==> src/rtl/non_max_suppr_pipe_if.sv <==
// Stream interface for the non-maximum suppression pipe: window/direction in, suppressed pixel out.
// The slave modport is the pipe's own view; master is the surrounding environment.
interface non_max_suppr_pipe_if #(
  parameter int unsigned DATA_W = 8,
  parameter int unsigned DIR_W  = 8
);
  logic [9*DATA_W-1:0] in_mag;
  logic [DIR_W-1:0]    in_dir;
  logic                in_sof;
  logic                in_valid;
  logic                in_ready;
  logic                cmp_mode;
  logic [DATA_W-1:0]   out_data;
  logic                out_valid;
  logic                out_ready;
  logic                out_eol;
  logic                out_eof;
  logic                out_dir_err;

  modport master (
    output in_mag, in_dir, in_sof, in_valid, cmp_mode, out_ready,
    input  in_ready, out_data, out_valid, out_eol, out_eof, out_dir_err
  );

  modport slave (
    input  in_mag, in_dir, in_sof, in_valid, cmp_mode, out_ready,
    output in_ready, out_data, out_valid, out_eol, out_eof, out_dir_err
  );
endinterface

==> src/rtl/non_max_suppr_pipe.sv <==
// Two-stage pipelined Canny non-maximum suppression with valid/ready flow control,
// frame-position tracking, optional border zeroing and end-of-line/frame markers.
module non_max_suppr_pipe #(
  parameter int unsigned DATA_W      = 8,
  parameter int unsigned DIR_W       = 8,
  parameter int unsigned IMG_W       = 512,
  parameter int unsigned IMG_H       = 512,
  parameter int unsigned BORDER_ZERO = 1
) (
  input  logic                   clk,
  input  logic                   rst,
  non_max_suppr_pipe_if.slave    bus
);

  localparam int unsigned COL_W = (IMG_W > 1) ? $clog2(IMG_W) : 1;
  localparam int unsigned ROW_W = (IMG_H > 1) ? $clog2(IMG_H) : 1;
  localparam int unsigned NPIX  = 9;

  typedef struct packed {
    logic [DATA_W-1:0] c;
    logic              c_lt_a;
    logic              c_le_a;
    logic              c_lt_b;
    logic              dir_err;
    logic              border;
    logic              eol;
    logic              eof;
    logic              mode;
  } s1_t;

  typedef struct packed {
    logic [DATA_W-1:0] data;
    logic              eol;
    logic              eof;
    logic              dir_err;
  } s2_t;

  logic [COL_W-1:0]  col_q, col_d, cur_col;
  logic [ROW_W-1:0]  row_q, row_d, cur_row;
  logic              last_col, last_row;
  s1_t               s1_q, s1_d;
  s2_t               s2_q, s2_d;
  logic              s1_vld_q, s1_vld_d;
  logic              s2_vld_q, s2_vld_d;
  logic              en_c, accept_c;
  logic [DATA_W-1:0] pix [NPIX];
  logic [DATA_W-1:0] nb_a, nb_b;
  logic              dir_err;
  logic              suppress;
  logic              zero_out;

  // Both stages advance together whenever the output register is free or draining.
  assign en_c         = !s2_vld_q || bus.out_ready;
  assign accept_c     = bus.in_valid && en_c;
  assign bus.in_ready = en_c;

  // Unpack the window: row r, column c lives at index 3*r + 2 - c.
  always_comb begin
    for (int unsigned i = 0; i < NPIX; i++) begin
      pix[i] = bus.in_mag[i*DATA_W +: DATA_W];
    end
  end

  // Neighbour pair along the quantised gradient direction.
  always_comb begin
    nb_a    = '0;
    nb_b    = '0;
    dir_err = 1'b1;
    case (bus.in_dir)
      DIR_W'(1): begin nb_a = pix[3]; nb_b = pix[5]; dir_err = 1'b0; end
      DIR_W'(2): begin nb_a = pix[6]; nb_b = pix[2]; dir_err = 1'b0; end
      DIR_W'(3): begin nb_a = pix[7]; nb_b = pix[1]; dir_err = 1'b0; end
      DIR_W'(4): begin nb_a = pix[8]; nb_b = pix[0]; dir_err = 1'b0; end
      default:   begin nb_a = '0;     nb_b = '0;     dir_err = 1'b1; end
    endcase
  end

  // Position of the beat being offered; a start-of-frame beat is always (0,0).
  always_comb begin
    cur_col  = bus.in_sof ? '0 : col_q;
    cur_row  = bus.in_sof ? '0 : row_q;
    last_col = (cur_col == COL_W'(IMG_W - 1));
    last_row = (cur_row == ROW_W'(IMG_H - 1));
    col_d    = col_q;
    row_d    = row_q;
    if (accept_c) begin
      if (last_col) begin
        col_d = '0;
        row_d = last_row ? '0 : cur_row + ROW_W'(1);
      end else begin
        col_d = cur_col + COL_W'(1);
        row_d = cur_row;
      end
    end
  end

  // Stage 1: compare flags, centre value and position flags.
  always_comb begin
    s1_d     = s1_q;
    s1_vld_d = s1_vld_q;
    if (en_c) begin
      s1_vld_d = bus.in_valid;
    end
    if (accept_c) begin
      s1_d.c       = pix[4];
      s1_d.c_lt_a  = (pix[4] <  nb_a);
      s1_d.c_le_a  = (pix[4] <= nb_a);
      s1_d.c_lt_b  = (pix[4] <  nb_b);
      s1_d.dir_err = dir_err;
      s1_d.border  = (BORDER_ZERO != 0) &&
                     ((cur_col == '0) || last_col || (cur_row == '0) || last_row);
      s1_d.eol     = last_col;
      s1_d.eof     = last_col && last_row;
      s1_d.mode    = bus.cmp_mode;
    end
  end

  // Stage 2: resolve suppression and register the outgoing beat.
  always_comb begin
    suppress = s1_q.mode ? (s1_q.c_le_a || s1_q.c_lt_b)
                         : (s1_q.c_lt_a || s1_q.c_lt_b);
    zero_out = suppress || s1_q.dir_err || s1_q.border;
    s2_d     = s2_q;
    s2_vld_d = s2_vld_q;
    if (en_c) begin
      s2_vld_d = s1_vld_q;
      if (s1_vld_q) begin
        s2_d.data    = zero_out ? '0 : s1_q.c;
        s2_d.eol     = s1_q.eol;
        s2_d.eof     = s1_q.eof;
        s2_d.dir_err = s1_q.dir_err;
      end
    end
  end

  always_ff @(posedge clk or posedge rst) begin
    if (rst) begin
      col_q    <= '0;
      row_q    <= '0;
      s1_q     <= '0;
      s1_vld_q <= 1'b0;
      s2_q     <= '0;
      s2_vld_q <= 1'b0;
    end else begin
      col_q    <= col_d;
      row_q    <= row_d;
      s1_q     <= s1_d;
      s1_vld_q <= s1_vld_d;
      s2_q     <= s2_d;
      s2_vld_q <= s2_vld_d;
    end
  end

  assign bus.out_data    = s2_q.data;
  assign bus.out_valid   = s2_vld_q;
  assign bus.out_eol     = s2_q.eol;
  assign bus.out_eof     = s2_q.eof;
  assign bus.out_dir_err = s2_q.dir_err;

endmodule

==> src/flat_wrapper.sv <==
// flat-port wrapper written by rule: the top's interface ports become plain ports
module non_max_suppr_pipe_flat 
#(
  parameter int unsigned DATA_W      = 8,
  parameter int unsigned DIR_W       = 8,
  parameter int unsigned IMG_W       = 512,
  parameter int unsigned IMG_H       = 512,
  parameter int unsigned BORDER_ZERO = 1
)
  (clk, rst, bus_in_mag, bus_in_dir, bus_in_sof, bus_in_valid, bus_cmp_mode, bus_out_ready, bus_in_ready, bus_out_data, bus_out_valid, bus_out_eol, bus_out_eof, bus_out_dir_err);
  non_max_suppr_pipe_if #(.DATA_W(DATA_W), .DIR_W(DIR_W)) bus_i ();
  input  logic clk;
  input  logic rst;
  input wire logic [$bits(bus_i.in_mag)-1:0] bus_in_mag;
  input wire logic [$bits(bus_i.in_dir)-1:0] bus_in_dir;
  input wire logic [$bits(bus_i.in_sof)-1:0] bus_in_sof;
  input wire logic [$bits(bus_i.in_valid)-1:0] bus_in_valid;
  input wire logic [$bits(bus_i.cmp_mode)-1:0] bus_cmp_mode;
  input wire logic [$bits(bus_i.out_ready)-1:0] bus_out_ready;
  output wire logic [$bits(bus_i.in_ready)-1:0] bus_in_ready;
  output wire logic [$bits(bus_i.out_data)-1:0] bus_out_data;
  output wire logic [$bits(bus_i.out_valid)-1:0] bus_out_valid;
  output wire logic [$bits(bus_i.out_eol)-1:0] bus_out_eol;
  output wire logic [$bits(bus_i.out_eof)-1:0] bus_out_eof;
  output wire logic [$bits(bus_i.out_dir_err)-1:0] bus_out_dir_err;
  assign bus_i.in_mag = bus_in_mag;
  assign bus_i.in_dir = bus_in_dir;
  assign bus_i.in_sof = bus_in_sof;
  assign bus_i.in_valid = bus_in_valid;
  assign bus_i.cmp_mode = bus_cmp_mode;
  assign bus_i.out_ready = bus_out_ready;
  assign bus_in_ready = bus_i.in_ready;
  assign bus_out_data = bus_i.out_data;
  assign bus_out_valid = bus_i.out_valid;
  assign bus_out_eol = bus_i.out_eol;
  assign bus_out_eof = bus_i.out_eof;
  assign bus_out_dir_err = bus_i.out_dir_err;
  non_max_suppr_pipe #(.DATA_W(DATA_W), .DIR_W(DIR_W), .IMG_W(IMG_W), .IMG_H(IMG_H), .BORDER_ZERO(BORDER_ZERO)) u_core (.clk(clk), .rst(rst), .bus(bus_i));
endmodule
==> config.mk <==
export PLATFORM = sky130hd
export DESIGN_NAME = non_max_suppr_pipe_flat
export DESIGN_NICKNAME = d
export VERILOG_FILES = /design/src/rtl/non_max_suppr_pipe_if.sv /design/src/rtl/non_max_suppr_pipe.sv /design/src/flat_wrapper.sv
export SDC_FILE = /design/constraint.sdc
export NUM_CORES = 1
export LEC_CHECK = 0
export BUFFER_PORTS_ARGS = -buffer_cell sky130_fd_sc_hd__buf_4
export CORE_MARGIN = 5
export CORE_UTILIZATION = 51
export CTS_CLUSTER_SIZE = 20
export DETAILED_ROUTE_END_ITERATION = 8
export GPL_TIMING_DRIVEN = 0
export PLACE_DENSITY_LB_ADDON = 0.2
export SETUP_SLACK_MARGIN = 0.5
export SYNTH_ARGS = -nofsm -noshare
export SYNTH_HDL_FRONTEND = slang
export SYNTH_SLANG_ARGS = --single-unit
==> constraint.sdc <==
create_clock -name clk -period 2.8 [get_ports clk]
set_clock_uncertainty 0.15 [all_clocks]
set_input_delay 0.28 -clock clk [delete_from_list [all_inputs] [get_ports clk]]
set_output_delay 0.28 -clock clk [all_outputs]
set_load 0.05 [all_outputs]
==> flow_summary.json, run 1 <==
{
  "antenna_found_initial": 0,
  "r2r-start": "u_core.row_q[0]",
  "ir_drop_v": 0.000251,
  "max_freq_mhz": 377,
  "min_path_cells": 3,
  "io_pins": 99,
  "gp_congestion": 0.882,
  "post_route_cells_drive_above_1_share_pct": 35.4,
  "cap_violations": 0,
  "hold_end": "u_core.s1_q[0]",
  "row_count": 28,
  "initial_core_util_pct": 51.7,
  "place_hpwl_um": 6740,
  "die_h_um": 86.8,
  "drv_slew": 0,
  "numCtsBuffers": 5,
  "place.port_buffers": 98,
  "critPathCaptureType": "flip-flop",
  "syn_area_um2": 3010,
  "met3_usage_pct": 4.75,
  "gr-usage-all-layers_pct": 24.0,
  "power_frac_comb_pct": 26.9,
  "synth_edf_count": 0,
  "required_ns": 2.89,
  "antenna_left": 0,
  "grt.overflow.total": 0,
  "switching_share_pct": 30.9,
  "synth_cell_types": 47,
  "drt_iter0_markers": 176,
  "setup_violations": 0,
  "rr_worst_depth": 12,
  "final_nets": 593,
  "synthArstFlopShare_pct": 100,
  "crit_type": "in -> reg",
  "area_delta_synth_final_pct": 46.5,
  "ys_ff_latch": 47,
  "die_w_um": 86.8,
  "firstDrtPassIters": 4,
  "core_um2": 5820,
  "hold_path_class": "in -> reg",
  "vias": 3210,
  "startpoint_type": "primary input",
  "cts_tree": "built",
  "synth_area_leaders": "dfrtp_1 (39%), nand2_1 (11%), ha_1 (8.7%), o21ai_0 (4.7%), a221oi_1 (4.1%)",
  "busiest_layer": "met2",
  "met2_usage_pct": 42.1,
  "netlist_top_cells_count": "nand2_1 (88), dfrtp_1 (47), o21ai_0 (28), ha_1 (21), nor2_1 (18)",
  "synth_warnings": 0,
  "min_period_ns": 2.65,
  "yosysTopAreaCellShare_pct": 39.1,
  "dpl_cell_area_um2": 4020,
  "route.detailed.wl_per_inst_um": 16.3,
  "status": "completed",
  "n_antenna_cell": 0,
  "pwr-share-seq_pct": 47.6,
  "timing.final.hold_violations": 0,
  "avgSynthCellArea_um2": 8.42,
  "ff2ff_setup_slack_ns": 0.39,
  "final_cell_area_um2": 4410,
  "path_max_fanout": 8,
  "via_per_inst": 5.72,
  "synth_most_common_cell": "nand2_1",
  "clkPwrFrac_pct": 25.4,
  "clk_path_buf_depth": 2,
  "first_global_vias": 3173,
  "routed_wl_um": 9130,
  "timing.final.crit_share_pct": 94.7,
  "drc": 0,
  "grt_max_degree": 39,
  "clk_pin_slew_ns": 0.08,
  "cts.htree.levels": 2,
  "max-slew-margin-rel_pct": 60.5,
  "p_leak_nw": 2.10,
  "grt_pass1_wl_um": 14600,
  "power_density_nw_per_um2": 374,
  "clk_latency_ns": 0.29,
  "syn_nets": 464,
  "ys_seq_area_share_pct": 39.1,
  "synth_top_cell_by_area": "dfrtp_1",
  "numClockSinks": 47,
  "rsz0062_at_grt": "yes",
  "cp.arrival_ns": 2.74,
  "die_area_um2": 7530,
  "worstHoldStart": "bus_cmp_mode",
  "met1_usage_pct": 30.4,
  "synth-main-ff-cell": "dfrtp_1",
  "p_sw_w": 0.000509,
  "p_int_w": 0.00114,
  "utilization_pct": 75.8,
  "rr_endpoint": "u_core.row_q[7]",
  "synth_cells": 357,
  "clockRootBuffer": "clkbuf_8",
  "worst_pin_slew_ns": 0.592,
  "num-fill-cells": 434
}
cell type report:
| class | count | area, um^2 | area share [%] |
|---|---|---|---|
| buffer | 19 | 156 | 3.55 |
| clock buffer | 6 | 82.6 | 1.87 |
| clock inverter | 1 | 5.00 | 0.114 |
| inverter | 8 | 30.0 | 0.682 |
| multi-input combinational | 283 | 1910 | 43.4 |
| sequential | 47 | 1180 | 26.7 |
| tap | 75 | 93.8 | 2.13 |
| timing repair buffer | 122 | 950 | 21.6 |
cell usage in the layout, fill, tap and decap left out, types with 2 or more instances in the layout:
cell / Yosys / layout
a21o_1: 4 / 4
a21oi_1: 9 / 8
a221o_1: 2 / 2
a221oi_1: 14 / 12
a221oi_2: 0 / 2
a22oi_1: 15 / 15
a31oi_1: 4 / 4
a32o_1: 3 / 3
and2_1: 3 / 3
buf_4: 0 / 116
buf_6: 1 / 7
buf_8: 0 / 2
clkbuf_1: 13 / 10
clkbuf_16: 0 / 2
clkbuf_8: 0 / 6
dfrtp_1: 47 / 47
ha_1: 21 / 17
ha_4: 0 / 3
inv_1: 8 / 5
inv_2: 0 / 3
mux2i_1: 4 / 4
nand2_1: 88 / 86
nand2_4: 0 / 2
nand2b_1: 7 / 4
nand2b_4: 0 / 2
nand3_1: 8 / 7
nand4_1: 3 / 3
nor2_1: 18 / 14
nor2_2: 5 / 6
nor2_4: 0 / 3
nor2b_1: 11 / 11
nor3_1: 8 / 6
nor4_1: 3 / 2
nor4b_1: 2 / 2
o21ai_0: 28 / 23
o21ai_1: 0 / 4
o31ai_1: 3 / 3
o41ai_1: 2 / 2
worst max-delay path by stage:
stage	from	to	slack, ns	cells after the start
after floorplan	bus_in_dir[3]	u_core.s1_q[6]	0.009	11
after global placement	bus_in_dir[3]	u_core.s1_q[6]	-0.26	12
after detailed placement	bus_in_dir[3]	u_core.s1_q[6]	-0.26	13
after CTS	bus_in_dir[3]	u_core.s1_q[6]	0.16	12
after global routing	bus_in_dir[3]	u_core.s1_q[6]	0.06	13
final	bus_in_dir[3]	u_core.s1_q[6]	0.15	13
metrics by stage:
| stage | power [W] | hold WS, ns | setup WS (ns) | setup TNS (ns) | std cells |
|---|---|---|---|---|---|
| 6_report | 0.00165 | 0.0377 | 0.149 | 0 | 561 |
| 5_1_grt | 0.00173 | 0.0499 | 0.0618 | 0 | 561 |
| 4_1_cts | 0.00164 | 0.0394 | 0.160 | 0 | 557 |
| 3_3_place_gp | 0.00118 | 0.307 | -0.255 | -0.547 | 530 |
| 3_5_place_dp | 0.00120 | 0.0825 | -0.257 | -0.689 | 531 |
| 2_1_floorplan | 0.00102 | 0.235 | 0.00889 | 0 | 357 |
power by group through the flow:
stage	Clock, W	Sequential [W]	Combinational [W]
CTS	0.000423	0.000783	0.000430
detailed placement	0	0.000800	0.000400
floorplan	0	0.000811	0.000209
global placement	0	0.000796	0.000386
finish	0.000419	0.000785	0.000444
global route	0.000448	0.000794	0.000488
critical path: stages:
cell and delay, ns:
buf_6 0.09, or4_4 0.54, or3_4 0.34, buf_6 0.13
buf_8 0.13, nor2_2 0.11, a221oi_2 0.05, ha_1 0.29
nor2b_1 0.13, o211ai_1 0.19, a21oi_2 0.10, a2111oi_4 0.22
a211o_1 0.14
flip-flops by register name, summed over array words and instances (netlist names):
| name | flops |
|---|---|
| u_core.s1_q | 16 |
| u_core.bus.out_eof | 1 |
| u_core.bus.out_valid | 1 |
| u_core.col_q | 9 |
| u_core.row_q | 9 |
| u_core.bus.out_eol | 1 |
| u_core.bus.out_dir_err | 1 |
| u_core.bus.out_data | 8 |
| u_core.s1_vld_q | 1 |
routing by layer:
layer / part of all wire (%) / vias up / routed length, um
met1: 39 / 1510 / 3570
li1: - / 1549 / -
met5: 0 / - / 0
met4: 1.7 / 0 / 152
met3: 7.4 / 19 / 677
met2: 52 / 132 / 4730
logic make-up after synthesis:
family / Yosys count / share of synthesized area, %
buffers and inverters: 27 / 3.79
xor gates and xnor gates: 1 / 0.291
muxes: 5 / 1.71
AOI/OAI and AO/OA: 91 / 20.8
and+or+nand+nor: 165 / 25.6
adders and majority gates: 21 / 8.74
DFF: 47 / 39.1
repair_timing:
item / 4_1_cts / 5_1_grt
resized for setup: 20 / 8
endpoints found under the hold margin: 9 / 0
gates cloned: 0 / 0
pin swaps: 3 / 2
endpoints found under the setup margin: 12 / 14
setup buffers: 18 / 4
hold buffers: 1 / 0
Power figures use the tool's default switching activity.
==> run 2, diff against run 1 <==
--- a/config.mk
+++ b/config.mk
@@ -5,9 +5,12 @@
 export SDC_FILE = /design/constraint.sdc
 export NUM_CORES = 1
 export LEC_CHECK = 0
-export BUFFER_PORTS_ARGS = -buffer_cell sky130_fd_sc_hd__buf_4
+export BUFFER_PORTS_ARGS = -buffer_cell sky130_fd_sc_hd__buf_2
+export CELL_PAD_IN_SITES_DETAIL_PLACEMENT = 1
+export CELL_PAD_IN_SITES_GLOBAL_PLACEMENT = 2
 export CORE_MARGIN = 5
-export CORE_UTILIZATION = 51
+export CORE_UTILIZATION = 29
+export CTS_CLUSTER_DIAMETER = 80
 export CTS_CLUSTER_SIZE = 20
 export DETAILED_ROUTE_END_ITERATION = 8
 export GPL_TIMING_DRIVEN = 0
==> flow_summary.json, run 2 (synthesis results as in run 1) <==
{
  "final_cell_mix": "buf_2 (96), nand2_1 (85), dfrtp_1 (46)",
  "numClockSinks": 47,
  "clk_path_buf_depth": 2,
  "max-slew-margin-rel_pct": 60.7,
  "gr-usage-all-layers_pct": 16.3,
  "cp_cell_sequence": "buf_6, or4_4, or3_4, buf_6, buf_8, nor2_1, a221oi_1, ha_1, a21o_1, a21o_1, a2111oi_4, a211o_1",
  "final_common_cell": "buf_2",
  "setup_violations": 0,
  "placed_cells": 592,
  "timing.final.hold_violations": 0,
  "p_leak_nw": 2.10,
  "core_um2": 10200,
  "ir_drop_v": 0.000197,
  "largest_register": "u_core.s1_q",
  "critPathCaptureType": "flip-flop",
  "rsz0062_at_grt": "yes",
  "clockRootBuffer": "clkbuf_8",
  "die_h_um": 112,
  "path_max_fanout": 8,
  "grt_pass1_wl_um": 16900,
  "n_antenna_cell": 0,
  "cp.arrival_ns": 2.80,
  "hold_path_class": "in -> reg",
  "place.port_buffers": 98,
  "r2r-start": "u_core.col_q[0]",
  "worstHoldStart": "bus_cmp_mode",
  "row_count": 37,
  "crit_path_max_incr_delay_ns": 0.54,
  "route.detailed.wl_per_inst_um": 16.0,
  "cp-startpoint": "bus_in_dir[3]",
  "antenna_left": 0,
  "drc": 0,
  "max_freq_mhz": 369,
  "worst_pin_slew_ns": 0.590,
  "via_per_inst": 5.00,
  "io_pins": 99,
  "status": "completed",
  "post_route_cells_drive_above_1_share_pct": 37.7,
  "gp_congestion": 0.727,
  "initial_core_util_pct": 29.4,
  "cap_violations": 0,
  "clk_pin_slew_ns": 0.10,
  "top_regs": "u_core.s1_q: 16 flops, u_core.col_q: 9 flops, u_core.row_q: 9 flops",
  "required_ns": 2.90,
  "vias": 3143,
  "drv_slew": 0,
  "clk_latency_ns": 0.30,
  "die_w_um": 112,
  "antenna_found_initial": 0,
  "final_nets": 599,
  "place_hpwl_um": 7800,
  "routed_wl_um": 10100,
  "firstDrtPassIters": 4,
  "slowest_stage": "or4_4",
  "grt.overflow.total": 0,
  "drt_iter0_markers": 150,
  "cts.htree.levels": 2,
  "min_period_ns": 2.71,
  "numCtsBuffers": 5,
  "ff2ff_setup_slack_ns": 0.36,
  "utilization_pct": 42.6,
  "startpoint_type": "primary input",
  "crit_type": "in -> reg",
  "grt_max_degree": 39,
  "cts_tree": "built",
  "timing.final.crit_share_pct": 96.7,
  "power_density_nw_per_um2": 383,
  "largest_reg_flops": 16,
  "area_delta_synth_final_pct": 44.9,
  "die_area_um2": 12500,
  "final_cells": 629,
  "fin_setup_tns_ns": 0,
  "num-fill-cells": 1263,
  "first_global_vias": 3384
}
-- run 2: changes by cell type in the layout (fill, tap and decap cells not counted), sizes merged --
cell	previous run	this run
clkinvlp	0	1
clkinv	1	0
clkbuf	19	18
buf	127	135
-- run 2: layout make-up --
type / count / area, um^2 / area share [%]
Multi-Input combinational cell: 283 / 1940 / 44.6
Sequential cell: 47 / 1180 / 27.0
Timing Repair Buffer: 128 / 771 / 17.7
Tap cell: 136 / 170 / 3.91
Buffer: 19 / 160 / 3.68
Clock buffer: 7 / 96.3 / 2.21
Inverter: 8 / 30.0 / 0.689
Clock inverter: 1 / 7.51 / 0.172
-- run 2: critical path: cells and delay by family --
| kind | cells | cell delay, ns |
|---|---|---|
| and+or+nand+nor | 3 | 0.98 |
| buffers and inverters | 3 | 0.36 |
| adders and majority gates | 1 | 0.31 |
| AOI/OAI and AO/OA | 5 | 0.89 |
-- run 2: path summary, 6_finish.rpt --
path | to | cells after the start
setup / recovery | u_core.s1_q[6] | 12
hold / removal | u_core.s1_q[0] | 3
setup reg to reg | u_core.row_q[4] | 12
hold reg to reg | u_core.bus.out_eol | 2
max in group asynchronous | u_core.s1_q[10] | 4
min in group asynchronous | u_core.row_q[8] | 3
-- run 2: per-layer routing --
layer  global-route usage [%]  part of all wire, %
met5                        0                    0
met4                     2.92                 0.76
met3                     2.83                  4.7
met2                     27.9                   49
met1                     21.8                   45
-- run 2: timing repair --
action                                  4_1_cts  5_1_grt
pin swaps                                     3       13
endpoints found under the setup margin       14       16
hold buffers                                  1        0
setup buffers                                17       11
hold endpoints to repair                      9        0
gates cloned                                  0        0
gates resized for setup                      25       23
-- run 2: where the power goes --
part           switching, W  internal (W)
clock              0.000238      0.000225
sequential        0.0000489      0.000736
combinational      0.000240      0.000182
-- run 2: stage by stage --
step                      hold slack, ns  setup WS [ns]  power, W  cell area [um^2]
after global placement             0.304         -0.330   0.00116              3830
after detailed placement          0.0878         -0.362   0.00118              3850
after global routing              0.0471        -0.0403   0.00177              4360
final                             0.0412         0.0924   0.00167              4360
after CTS                         0.0367          0.117   0.00168              4200
after floorplan                    0.235        0.00889   0.00102              3170
